## config.mk

```make
export PLATFORM = sky130hd
export DESIGN_NAME = riscv_regfile_wb
export DESIGN_NICKNAME = d
export VERILOG_FILES = /design/src/rtl/riscv_regfile_wb.sv
export SDC_FILE = /design/constraint.sdc
export NUM_CORES = 2
export LEC_CHECK = 0
export CAP_MARGIN = 40
export CORE_MARGIN = 5
export CORE_UTILIZATION = 56
export DETAILED_ROUTE_END_ITERATION = 12
export HOLD_SLACK_MARGIN = 0.08
export PLACE_DENSITY = 0.74
export SLEW_MARGIN = 15
export SYNTH_ARGS = -nofsm -noshare
export SYNTH_HDL_FRONTEND = slang
export SYNTH_SLANG_ARGS = --single-unit
```

## constraint.sdc

```tcl
create_clock -name clk -period 4 [get_ports clk]
set_input_delay 1.2 -clock clk [delete_from_list [all_inputs] [get_ports clk]]
set_output_delay 1.2 -clock clk [all_outputs]
set_load 0.03 [all_outputs]
```

## src/rtl/riscv_regfile_wb.sv

```systemverilog
// riscv_regfile_wb: write-back pipeline register, integer register file and load scoreboard
module riscv_regfile_wb #(
  parameter int XLEN = 32,
  parameter int NREGS = 32,
  parameter bit BYPASS = 1'b1,
  localparam int AW = $clog2(NREGS)
) (
  input  logic            clk,
  input  logic            rst_n,
  input  logic [AW-1:0]   rs1_addr,
  input  logic [AW-1:0]   rs2_addr,
  input  logic            rs1_used,
  input  logic            rs2_used,
  output logic [XLEN-1:0] rv1,
  output logic [XLEN-1:0] rv2,
  input  logic            wb_valid,
  input  logic [AW-1:0]   wb_rd,
  input  logic [1:0]      wb_sel,
  input  logic [XLEN-1:0] regdata_R,
  input  logic [XLEN-1:0] regdata_I,
  input  logic [XLEN-1:0] load_data,
  input  logic [XLEN-1:0] pc_plus4,
  input  logic            load_issue,
  input  logic [AW-1:0]   load_rd,
  output logic            hazard,
  output logic            err_ld
);
  logic [XLEN-1:0]  regs [NREGS];
  logic             wb_q_valid;
  logic [AW-1:0]    wb_q_rd;
  logic [XLEN-1:0]  wb_q_data;
  logic [XLEN-1:0]  wb_data;
  logic [NREGS-1:0] pend;
  logic [NREGS-1:0] pend_nxt;
  logic             ld_ret;
  always_comb begin
    wb_data = wb_sel == 2'd0 ? regdata_R : wb_sel == 2'd1 ? regdata_I : wb_sel == 2'd2 ? load_data : pc_plus4;
    ld_ret = wb_valid && wb_sel == 2'd2;
    pend_nxt = pend;
    if (ld_ret) pend_nxt[wb_rd] = 1'b0;
    if (load_issue && load_rd != '0) pend_nxt[load_rd] = 1'b1;
    rv1 = rs1_addr == '0 ? '0 : (BYPASS && wb_q_valid && wb_q_rd == rs1_addr) ? wb_q_data : regs[rs1_addr];
    rv2 = rs2_addr == '0 ? '0 : (BYPASS && wb_q_valid && wb_q_rd == rs2_addr) ? wb_q_data : regs[rs2_addr];
    hazard = (rs1_used && pend[rs1_addr]) || (rs2_used && pend[rs2_addr]);
  end
  // the commit of the held result shares the edge that captures the next one
  always_ff @(posedge clk or negedge rst_n) begin
    if (!rst_n) begin
      for (int i = 0; i < NREGS; i++) regs[i] <= '0;
      wb_q_valid <= 1'b0;
      wb_q_rd <= '0;
      wb_q_data <= '0;
      pend <= '0;
      err_ld <= 1'b0;
    end else begin
      wb_q_valid <= wb_valid;
      if (wb_valid) begin
        wb_q_rd <= wb_rd;
        wb_q_data <= wb_data;
      end
      if (wb_q_valid && wb_q_rd != '0) regs[wb_q_rd] <= wb_q_data;
      pend <= pend_nxt;
      if (ld_ret && !pend[wb_rd] && wb_rd != '0) err_ld <= 1'b1;
    end
  end
endmodule

```

==> results.ini <==
[yosys]
synth_ff_type = dfrtp_1
synth_cell_types = 62
syn-num-nets = 4211
postSynthAreaPerCell_um2 = 14.6
syn_inst = 4055
yosysSeqAreaShare_pct = 46.3
synth-edff-count = 0
synthArstFlopShare_pct = 100
ys.warnings.count = 0
ys_ff_latch = 1095
synthesis.area_um2 = 59200

[layout]
final_cell_mix = dfrtp_1, mux2_2, mux4_2
fin_nets = 4781
drive_gt1_share_pct = 60.6
layout.cells.non_filler = 6123
area_growth_pct = 28.4
final_common_cell = dfrtp_1
num-fill-cells = 6382
fin_util_pct = 72.3

[die]
die_w_um = 335
coreArea_um2 = 105000
dieArea_um2 = 112000
die_height_um = 335
rows = 119
io_pins = 222
initial_core_util_pct = 56.3

[setup_path]
crit_path_end_kind = primary output
critPathKind = input port to primary output
reg2reg_from = wb_q_rd[2]
crit_required_ps = 2800
startpoint_type = input port
ff2ff_path_depth = 5
r2r_setup_slack_ps = 960
rr_endpoint = regs[645]
crit_arrival_ps = 3270
crit_fanout = 9

[global_routing]
grtUsageMet1_pct = 49.5
grt_antenna_before_repair = 8
met2_usage_pct = 55.6
grt.busiest_layer = met2
grt_pass1_vias = 44922
use_met3_pct = 11.9
grt_overflow = 0
grt_usage_pct = 37.2
grt_first_pass_wirelength_mm = 308
grt_max_degree = 116

[sta]
drv_slew = 0
tightest_slew_ps = 924
tns_ps = -18720
period_needed_ps = 4470
layout_setup_ws_ps = -469
max_slew_margin_pct = 38.4
setup_viol = 65
post-route-period-util_pct = 112
fin_skew_ps = 43.7
hold_viol_final = 0
rsz0062_at_grt = yes
whs_ps = 395
fmax_mhz = 224

[route]
drc_errors = 0
postRouteAntennaNets = 0
drt_iter0_markers = 6144
wl_per_cell_um = 35.6
viasPerCell = 7.26
wl_mm = 218
vias = 44433
firstDrtPassIters = 5

[place]
gp_congestion = 0.933
port_buffers = 221
dp_cells = 5730
dp_hpwl_mm = 135

[clocking]
cts_made_buffers = 117
cts.clk_slew.worst_paths_ps = 60
clockBufferDepth = 3
htreeDepth = 3
clock_latency_ps = 730
cts_hold_buffers = 0
cts_sinks = 1095
cts_root_buf = clkbuf_16
cts_tree = built

[status]
status = finished with violations
violations = negative setup slack

[worst_hold_path]
holdPathEnd = regs[1021]
hold_start = regs[1021]
hp-class = flip-flop to flip-flop
hold_path_depth = 0

[job]
maxCapViolCount = 0

[pwr]
finalPower_mw = 44.1
ir_drop_mv = 0.427
power.leakage_nw = 32.7
power_density_nw_per_um2 = 580

==> critical path: stages <==
cell       delay (ps)
buf_16            170
buf_12            130
clkbuf_16         160
buf_12            150
mux4_2            560
a22oi_1           240
a21oi_1           130
a211o_1           350
buf_12            160
==> layer usage <==
metal	up-vias	routed length, um
met5	-	113
met4	14	14500
met3	895	28300
met2	3353	97700
met1	23186	77600
li1	16985	-
==> cells in the mapped netlist (all sizes together), types with 9 or more instances <==
master  instances  area, um2
dfrtp        1095      27400
mux2         1043      11700
mux4          486      11000
clkbuf        249        935
buf           207       1300
mux2i         189       1890
o21ai         148        741
a22oi         110        826
nand2          62        235
a21oi          61        305
a221oi         59        517
nor2           51        194
o22ai          43        269
a211oi         29        218
a211o          22        193
nor3           22        110
nand3          17       85.1
o22a           16        140
nand3b         13       97.6
nor3b          12       95.1
nor2b          11       68.8
nand2b          9       56.3
o221a           9        101
==> final cells by class <==
class	count	area [um2]	share of cell area, %
multi-input combinational	2497	31600	41.6
timing repair buffer	907	10900	14.3
inverter	7	28.8	0.0379
tap	1391	1740	2.29
sequential	1095	27400	36.1
antenna	6	15.0	0.0198
clock buffer	168	3520	4.64
clock inverter	52	761	1.00
==> cells by family after synthesis <==
family,synth area share [%]
xor+xnor,0.148
flops,46.3
simple gates,2.03
compound gates,6.14
buf+inv,3.82
mux,41.6
==> stage by stage <==
stage,cell area [um2],setup WS (ps)
floorplan,59600,-54.8
global placement,67100,-737
detailed placement,67300,-732
CTS,73900,-377
global route,76000,-472
finish,76000,-469
==> sequential cells by signal (all words and copies together) (netlist names) <==
signal      count
err_ld          1
pend           32
regs         1024
wb_q_data      32
wb_q_rd         5
wb_q_valid      1
==> worst max-delay path by stage <==
stage / from / to / cells past startpoint
after floorplan: rs1_addr[0] / rv1[22] / 8
after global placement: rs2_addr[4] / rv2[21] / 8
after detailed placement: rs2_addr[3] / hazard / 8
after CTS: rs1_addr[0] / rv1[18] / 9
after global routing: rs2_addr[0] / rv2[9] / 9
final: rs2_addr[0] / rv2[9] / 9
==> what timing repair did <==
item,CTS,global route
setup buffers,75,74
pin swaps,101,111
cloned,10,16
endpoints found under the setup margin,65,65
gates resized for setup,320,241
==> where the power goes <==
part	internal, mW	switching (mW)
clock	7.27	4.79
combinational	8.14	5.71
sequential	14.9	3.23
total	30.3	13.7
Power figures use the tool's default switching activity.
